**config.mk**
```make
export PLATFORM = sky130hd
export DESIGN_NAME = unary_block_acc_flat
export DESIGN_NICKNAME = d
export VERILOG_FILES = /design/src/rtl/unary_block_acc_if.sv /design/src/rtl/unary_block_acc.sv /design/src/flat_wrapper.sv
export SDC_FILE = /design/constraint.sdc
export NUM_CORES = 1
export LEC_CHECK = 0
export ABC_AREA = 1
export CAP_MARGIN = 0
export CORE_AREA = 5 5 42 44
export DETAILED_ROUTE_END_ITERATION = 6
export DIE_AREA = 0 0 47 49
export PLACE_DENSITY = 0.72
export SKIP_CTS_REPAIR_TIMING = 1
export SYNTH_ARGS = -nofsm -noshare
export SYNTH_HDL_FRONTEND = slang
export SYNTH_SLANG_ARGS = --single-unit
```
**constraint.sdc**
```tcl
create_clock -name clk -period 1.8 [get_ports clk]
set_clock_uncertainty 0.2 [all_clocks]
set_input_delay 0.36 -clock clk [delete_from_list [all_inputs] [get_ports clk]]
set_output_delay 0.36 -clock clk [all_outputs]
set_load 0.005 [all_outputs]
```
**src/rtl/unary_block_acc_if.sv**
```systemverilog
// unary_block_acc_if -- handshake bundle between a unary beat source, the
// unary_block_acc converter, and the consumer of its binary result.
//   u_in/u_in_valid/u_done : unary beat stream and end-of-frame marker
//   u_in_ready              : converter can take a beat or done this cycle
//   bin_out/bin_out_valid   : frame count and its qualifier
//   bin_out_ready           : consumer accepts the result
//   overflow/code_err       : frame status flags, qualified by bin_out_valid
// Modport slave is the converter side, master is the environment side.
interface unary_block_acc_if #(
  parameter int unsigned UWIDTH = 2,
  parameter int unsigned BWIDTH = 4
);
  logic [UWIDTH-1:0] u_in;
  logic              u_in_valid;
  logic              u_done;
  logic              u_in_ready;
  logic [BWIDTH-1:0] bin_out;
  logic              bin_out_valid;
  logic              bin_out_ready;
  logic              overflow;
  logic              code_err;

  modport slave (
    input  u_in, u_in_valid, u_done, bin_out_ready,
    output u_in_ready, bin_out, bin_out_valid, overflow, code_err
  );

  modport master (
    output u_in, u_in_valid, u_done, bin_out_ready,
    input  u_in_ready, bin_out, bin_out_valid, overflow, code_err
  );
endinterface

```
**src/rtl/unary_block_acc.sv**
```systemverilog
// unary_block_acc -- accumulates thermometer-coded unary beats into a
// saturating binary frame count and presents it with a valid/ready handshake.
//   clk   : rising-edge clock
//   reset : asynchronous active-high reset
//   bus   : unary_block_acc_if.slave (beat stream in, result out)
module unary_block_acc #(
  parameter int unsigned UWIDTH = 2,
  parameter int unsigned BWIDTH = 4
) (
  input  logic              clk,
  input  logic              reset,
  unary_block_acc_if.slave  bus
);

  typedef enum logic [1:0] {IDLE, ACCUM, HOLD} state_t;

  // Sum width leaves headroom so saturation can be detected before truncation.
  localparam int unsigned SW = BWIDTH + UWIDTH;
  localparam logic [SW-1:0] MAX = {{UWIDTH{1'b0}}, {BWIDTH{1'b1}}};

  state_t            r_state;
  logic [BWIDTH-1:0] r_acc;
  logic              r_valid;
  logic              r_ready;
  logic              r_ovf;
  logic              r_err;

  logic [SW-1:0]     w_pop;
  logic [SW-1:0]     w_sum;
  logic [UWIDTH-1:0] w_inc;
  logic              w_bad;
  logic              w_accept;
  logic              w_done;

  assign w_accept = bus.u_in_valid & r_ready;
  assign w_done   = bus.u_done & r_ready;

  always_comb begin
    w_pop = '0;
    for (int unsigned i = 0; i < UWIDTH; i++) begin
      w_pop = w_pop + SW'(bus.u_in[i]);
    end
    w_sum = SW'(r_acc) + w_pop;
    // A thermometer code plus one is a power of two (or wraps to 0), so it
    // shares no set bit with the original; any overlap means a 1 above a 0.
    w_inc = bus.u_in + UWIDTH'(1);
    w_bad = |(bus.u_in & w_inc);
  end

  always_ff @(posedge clk or posedge reset) begin
    if (reset) begin
      r_state <= IDLE;
      r_acc   <= '0;
      r_valid <= 1'b0;
      r_ready <= 1'b1;
      r_ovf   <= 1'b0;
      r_err   <= 1'b0;
    end else begin
      case (r_state)
        IDLE, ACCUM: begin
          if (w_accept) begin
            if (w_sum > MAX) begin
              r_acc <= '1;
              r_ovf <= 1'b1;
            end else begin
              r_acc <= w_sum[BWIDTH-1:0];
            end
            if (w_bad) r_err <= 1'b1;
          end
          if (w_done) begin
            r_state <= HOLD;
            r_valid <= 1'b1;
            r_ready <= 1'b0;
          end else if (w_accept) begin
            r_state <= ACCUM;
          end
        end
        HOLD: begin
          if (bus.bin_out_ready) begin
            r_state <= IDLE;
            r_acc   <= '0;
            r_valid <= 1'b0;
            r_ready <= 1'b1;
            r_ovf   <= 1'b0;
            r_err   <= 1'b0;
          end
        end
        default: begin
          r_state <= IDLE;
          r_ready <= 1'b1;
          r_valid <= 1'b0;
        end
      endcase
    end
  end

  assign bus.u_in_ready    = r_ready;
  assign bus.bin_out       = r_acc;
  assign bus.bin_out_valid = r_valid;
  assign bus.overflow      = r_ovf;
  assign bus.code_err      = r_err;

endmodule

```
**src/flat_wrapper.sv**
```systemverilog
// flat-port wrapper written by rule: the top's interface ports become plain ports
module unary_block_acc_flat 
#(
  parameter int unsigned UWIDTH = 2,
  parameter int unsigned BWIDTH = 4
)
  (clk, reset, bus_u_in, bus_u_in_valid, bus_u_done, bus_bin_out_ready, bus_u_in_ready, bus_bin_out, bus_bin_out_valid, bus_overflow, bus_code_err);
  unary_block_acc_if #(.UWIDTH(UWIDTH), .BWIDTH(BWIDTH)) bus_i ();
  input  logic clk;
  input  logic reset;
  input wire logic [$bits(bus_i.u_in)-1:0] bus_u_in;
  input wire logic [$bits(bus_i.u_in_valid)-1:0] bus_u_in_valid;
  input wire logic [$bits(bus_i.u_done)-1:0] bus_u_done;
  input wire logic [$bits(bus_i.bin_out_ready)-1:0] bus_bin_out_ready;
  output wire logic [$bits(bus_i.u_in_ready)-1:0] bus_u_in_ready;
  output wire logic [$bits(bus_i.bin_out)-1:0] bus_bin_out;
  output wire logic [$bits(bus_i.bin_out_valid)-1:0] bus_bin_out_valid;
  output wire logic [$bits(bus_i.overflow)-1:0] bus_overflow;
  output wire logic [$bits(bus_i.code_err)-1:0] bus_code_err;
  assign bus_i.u_in = bus_u_in;
  assign bus_i.u_in_valid = bus_u_in_valid;
  assign bus_i.u_done = bus_u_done;
  assign bus_i.bin_out_ready = bus_bin_out_ready;
  assign bus_u_in_ready = bus_i.u_in_ready;
  assign bus_bin_out = bus_i.bin_out;
  assign bus_bin_out_valid = bus_i.bin_out_valid;
  assign bus_overflow = bus_i.overflow;
  assign bus_code_err = bus_i.code_err;
  unary_block_acc #(.UWIDTH(UWIDTH), .BWIDTH(BWIDTH)) u_core (.clk(clk), .reset(reset), .bus(bus_i));
endmodule
```
; ---- Word level (Yosys, flattened, before mapping)
; Index checks and enable logic that the tools add are counted.
[word_totals]
output_inout_bits = 8
input_bits = 7
reg_bits = 10
[classes]
bitwise = 3
addsub = 3
magnitude_cmp = 1
n_eq_ne = 8
n_mux = 20
reduce_logical = 9
[op_table]
columns = cell, n
row1 = 4-bit two-way mux, 3
row2 = 1-bit two-way mux, 8
row3 = "2-bit by 1-bit inequality test with 1-bit output, second input constant", 4
row4 = 1-bit case mux with 2 select lines, 4
row5 = 4-bit case mux with 2 select lines, 1
row6 = 4-bit AND reduction, 2
row7 = 4-bit by 6-bit adder with 6-bit output, 1
row8 = "6-bit by 4-bit > comparator with 1-bit output, second input constant", 1
row9 = 2-bit two-way mux, 3
row10 = 2-bit case mux with 2 select lines, 1
row11 = 2-bit AND reduction, 2
row12 = 2-bit OR reduction, 2
row13 = "3-bit by 1-bit inequality test with 1-bit output, second input constant", 1
row14 = 3-bit AND reduction, 1
row15 = 1-bit by 1-bit adder with 2-bit output, 1
row16 = "2-bit by 1-bit adder with 2-bit output, second input constant", 1
row17 = 1-bit AND, 2
row18 = 2-bit AND, 1
row19 = "2-bit by 1-bit == test with 1-bit output, second input constant", 1
row20 = "2-bit == test, second input constant", 1
row21 = 2-bit logical NOT, 1
row22 = "2-bit inequality test, second input constant", 1
row23 = 2-bit nonzero test, 1

; ---- Depth between registers and ports, before layout
[logic_depth]
depth_word = 6
mapped_depth = 10
depth_no_buf = 10

; ---- Worst setup path after synthesis
; Ideal clock, no wire load.
[synth_path]
path_type = input to register
startpoint = input port bus_u_in[0]
endpoint = register u_core.r_acc[0], in the netlist u_core.bus.bin_out[0]
stages = 9
setup_time_ns = 0.126
slack_ns = -0.115
t_arrival_ns = 1.589
cell_sequence = inv_1 > ha_1 > inv_1 > ha_1 > fa_1 > nand3_1 > nand2_1 > nand2_1 > nand3_1
[synth_between]
elab_chain_len = 6
[synth_rtl]
columns = element, line_no
row1 = "start, declared", flat_wrapper.sv:11  ; input wire logic [$bits(bus_i.u_in)-1:0] bus_u_in;
row2 = 1-bit by 1-bit adder with 2-bit output (*), unary_block_acc.sv:41  ; w_pop = w_pop + SW'(bus.u_in[i]);
row3 = 4-bit by 6-bit adder with 6-bit output (*), unary_block_acc.sv:43  ; w_sum = SW'(r_acc) + w_pop;
row4 = 6-bit by 4-bit > comparator with 1-bit output, unary_block_acc.sv:62  ; if (w_sum > MAX) begin
row5 = 4-bit two-way mux (*), unary_block_acc.sv:62
row6 = 4-bit two-way mux (*), unary_block_acc.sv:61  ; if (w_accept) begin
row7 = 4-bit case mux with 2 select lines (*), unary_block_acc.sv:59  ; case (r_state)
row8 = "end signal, assigned", unary_block_acc.sv:66  ; r_acc <= w_sum[BWIDTH-1:0];
row9 = "end, declared", unary_block_acc.sv:22  ; logic [BWIDTH-1:0] r_acc;
; Every way passes the cells marked *; elsewhere a longest branch is shown, timed or not. The select of a mux whose other input is x is not followed.
; A chain may end at the register's enable or synchronous reset.

; ---- Worst setup path after layout
[layout_path]
startpoint = register u_core.r_acc[1], in the netlist u_core.bus.bin_out[1]
endpoint = output port bus_bin_out[1]
[layout_rtl]
columns = element, line_no
row1 = "end, declared", flat_wrapper.sv:16  ; output wire logic [$bits(bus_i.bin_out)-1:0] bus_bin_out;
; No word-level cell between the ends.

==> impl_metrics.ini <==
[synthesis]
synth_cells = 68
yosys_reg_bits = 10
syn_avg_cell_area_um2 = 8.39
synth-seq-area-share_pct = 44.1
yosys.cell_types.count = 16
postSynthNetCount = 80
synth.cell_area_um2 = 571
synth-warning-count = 0

[placed_design]
placed_cells_incl_taps = 102
portBuffers = 14
dpl_cell_area_um2 = 793
pre_cts_slack_ns = -0.589
gp_routability_congestion = 0.772
post_detailed_placement_half_perimeter_wirelength_um = 1010

[finish]
finalNetCount = 104
layout.cells.most_common = sky130_fd_sc_hd__nand2_1
layout.cells.non_filler = 107
area_growth_syn_to_layout_pct = 48.9
most-common-layout-cells = sky130_fd_sc_hd__nand2_1, sky130_fd_sc_hd__nand3_1, sky130_fd_sc_hd__clkdlybuf4s50_1, sky130_fd_sc_hd__dfrtp_1, sky130_fd_sc_hd__buf_4
layout_cell_share_with_drive_strength_beyond_1_pct = 27.5
n_antenna_cell = 0
fin_area_um2 = 850

[die]
floorplan.initialDensity_pct = 40.7
floorplan.rows = 14
die_height_um = 49
die_span_in_x_um = 47
core_region_area_um2 = 1400
io-pin-count = 15
die_area_um2 = 2300

[clocking]
cts_root_buf = sky130_fd_sc_hd__clkbuf_4
numCtsBuffers = 3
cts.sink_count = 10
cts_buffer_depth = 2
tritoncts = done
clk_pin_slew_worst_paths_ns = 0.07
worstSkewPairLatency_ns = 0.28
htree_levels = 1

[grt]
grt_max_degree = 11
grt.total_usage_pct = 13.4
grt_pass1_vias = 534
grt_antenna_before_repair = 0
globalRoute.totalOverflow = 0
grt_first_pass_wirelength_um = 2210

[worst_setup_path]
critPathMaxStageDelay_ns = 0.52
required_ns = 1.24
critPathLaunchType = flip-flop
worst_path_dominant_cell_family = buffers and inverters
library_cell_contributing_the_largest_single_delay_on_the_critical_path = sky130_fd_sc_hd__clkdlybuf4s50_1
end_kind = output pin
crit_fanout = 4
arrival_ns = 1.20
worstSetupPathType = flip-flop to output pin
cp.buffers_inverters = 1
worstPathCellList = clkdlybuf4s50_1

[route]
postRouteWirelength_um = 1240
drc_errors = 0
drt-pass1-iter-count = 4
first_iter_violations = 6
wl_per_cell_um = 11.5
vias = 518
route.antenna.remaining_nets = 0
avgViaCountPerCell = 4.84

[worst_hold_path]
hp-class = input pin to async pin

[timing]
slew_viol_final = 0
grt_setup_unrepaired = no
maxClockFrequency_mhz = 568
timing.slew.headroom_pct = 75.1
hold_viol_final = 0
final_worst_path_period_need_ns = 1.76
layout_setup_ws_ns = 0.0408
timing_worst_slew_pin_value_ns = 0.373
setup_violations = 0
post_route_fraction_of_the_period_consumed_by_the_critical_path_pct = 97.7

[pwr]
total_power_w = 0.00112
peakVddDrop_mv = 0.692
power.leakage_nw = 0.440
powerDensity_nw_per_um2 = 1320

[outcome]
status = finished, final reports clean

[flow_run]
maxCapViolations = 0
-- cell type report --
class                      count  area [um2]
timing repair buffer          19         185
clock buffer                   4        36.3
inverter                       7        26.3
fill                         128         552
multi-input combinational     51         328
tap                           16        20.0
sequential                    10         254
-- synthesized netlist by cell type (all sizes together) --
| cell | number | area, um2 |
|---|---|---|
| a21oi | 1 | 5.00 |
| fa | 1 | 20.0 |
| dfrtp | 9 | 225 |
| nand2 | 24 | 92.6 |
| dfstp | 1 | 26.3 |
| nand3b | 1 | 7.51 |
| inv | 7 | 26.3 |
| o21ai | 3 | 18.8 |
| nor2 | 3 | 18.8 |
| nand3 | 14 | 80.1 |
| ha | 4 | 50.1 |
-- metrics by stage --
stage	TNS, ns	hold slack (ns)	util, %
2_1_floorplan	0	-0.000537	-
3_3_place_gp	-2.62	0.262	56.6
3_5_place_dp	-2.78	0.269	56.6
4_1_cts	-1.41	0.165	59.2
5_1_grt	0	0.211	60.6
6_report	0	0.150	60.6
-- registers in the layout (all words and copies together), names as in the netlist --
register                  count
u_core.r_state                2
u_core.bus.bin_out            4
u_core.bus.u_in_ready         1
u_core.bus.code_err           1
u_core.bus.overflow           1
u_core.bus.bin_out_valid      1
-- cell families (layout without fill, tap and decap cells) --
family | Yosys count | after routing | synth area share, %
fa+ha+maj | 5 | 5 | 12.3
compound gates | 4 | 4 | 4.17
buf+inv | 7 | 30 | 4.60
flops | 10 | 10 | 44.1
simple gates | 42 | 42 | 34.9
-- per-layer routing --
metal | wire length [um] | global-route usage [%] | part of all wire [%]
met5 | 0 | 0 | 0
met1 | 516 | 16.7 | 42
met3 | 71 | 3.32 | 5.7
met2 | 605 | 19.9 | 49
met4 | 41 | 8.29 | 3.3
-- path summary, 6_finish.rpt --
kind / from / endpoint / slack (ns) / depth (start not counted)
setup / recovery: u_core.bus.bin_out[1]$_DFFE_PP0P_ / bus_bin_out[1] / 0.04 / 1
hold / removal: reset / u_core.bus.bin_out[2]$_DFFE_PP0P_ / 0.15 / 2
setup reg to reg: u_core.bus.bin_out[0]$_DFFE_PP0P_ / u_core.bus.bin_out[0]$_DFFE_PP0P_ / 0.21 / 6
hold reg to reg: u_core.bus.bin_out_valid$_DFFE_PP0P_ / u_core.bus.bin_out_valid$_DFFE_PP0P_ / 0.28 / 2
max in group asynchronous: reset / u_core.bus.u_in_ready$_DFFE_PP1P_ / 0.94 / 2
min in group clk: u_core.bus.bin_out_valid$_DFFE_PP0P_ / u_core.bus.bin_out_valid$_DFFE_PP0P_ / 0.28 / 2
-- power by group --
| part | internal (W) | leakage [nW] | switching, W |
|---|---|---|---|
| logic | 0.000281 | 0.293 | 0.000238 |
| clock network | 0.000123 | 0.0210 | 0.0000868 |
| registers | 0.000324 | 0.126 | 0.0000712 |
Note: power is estimated with default switching activity, not from simulation.
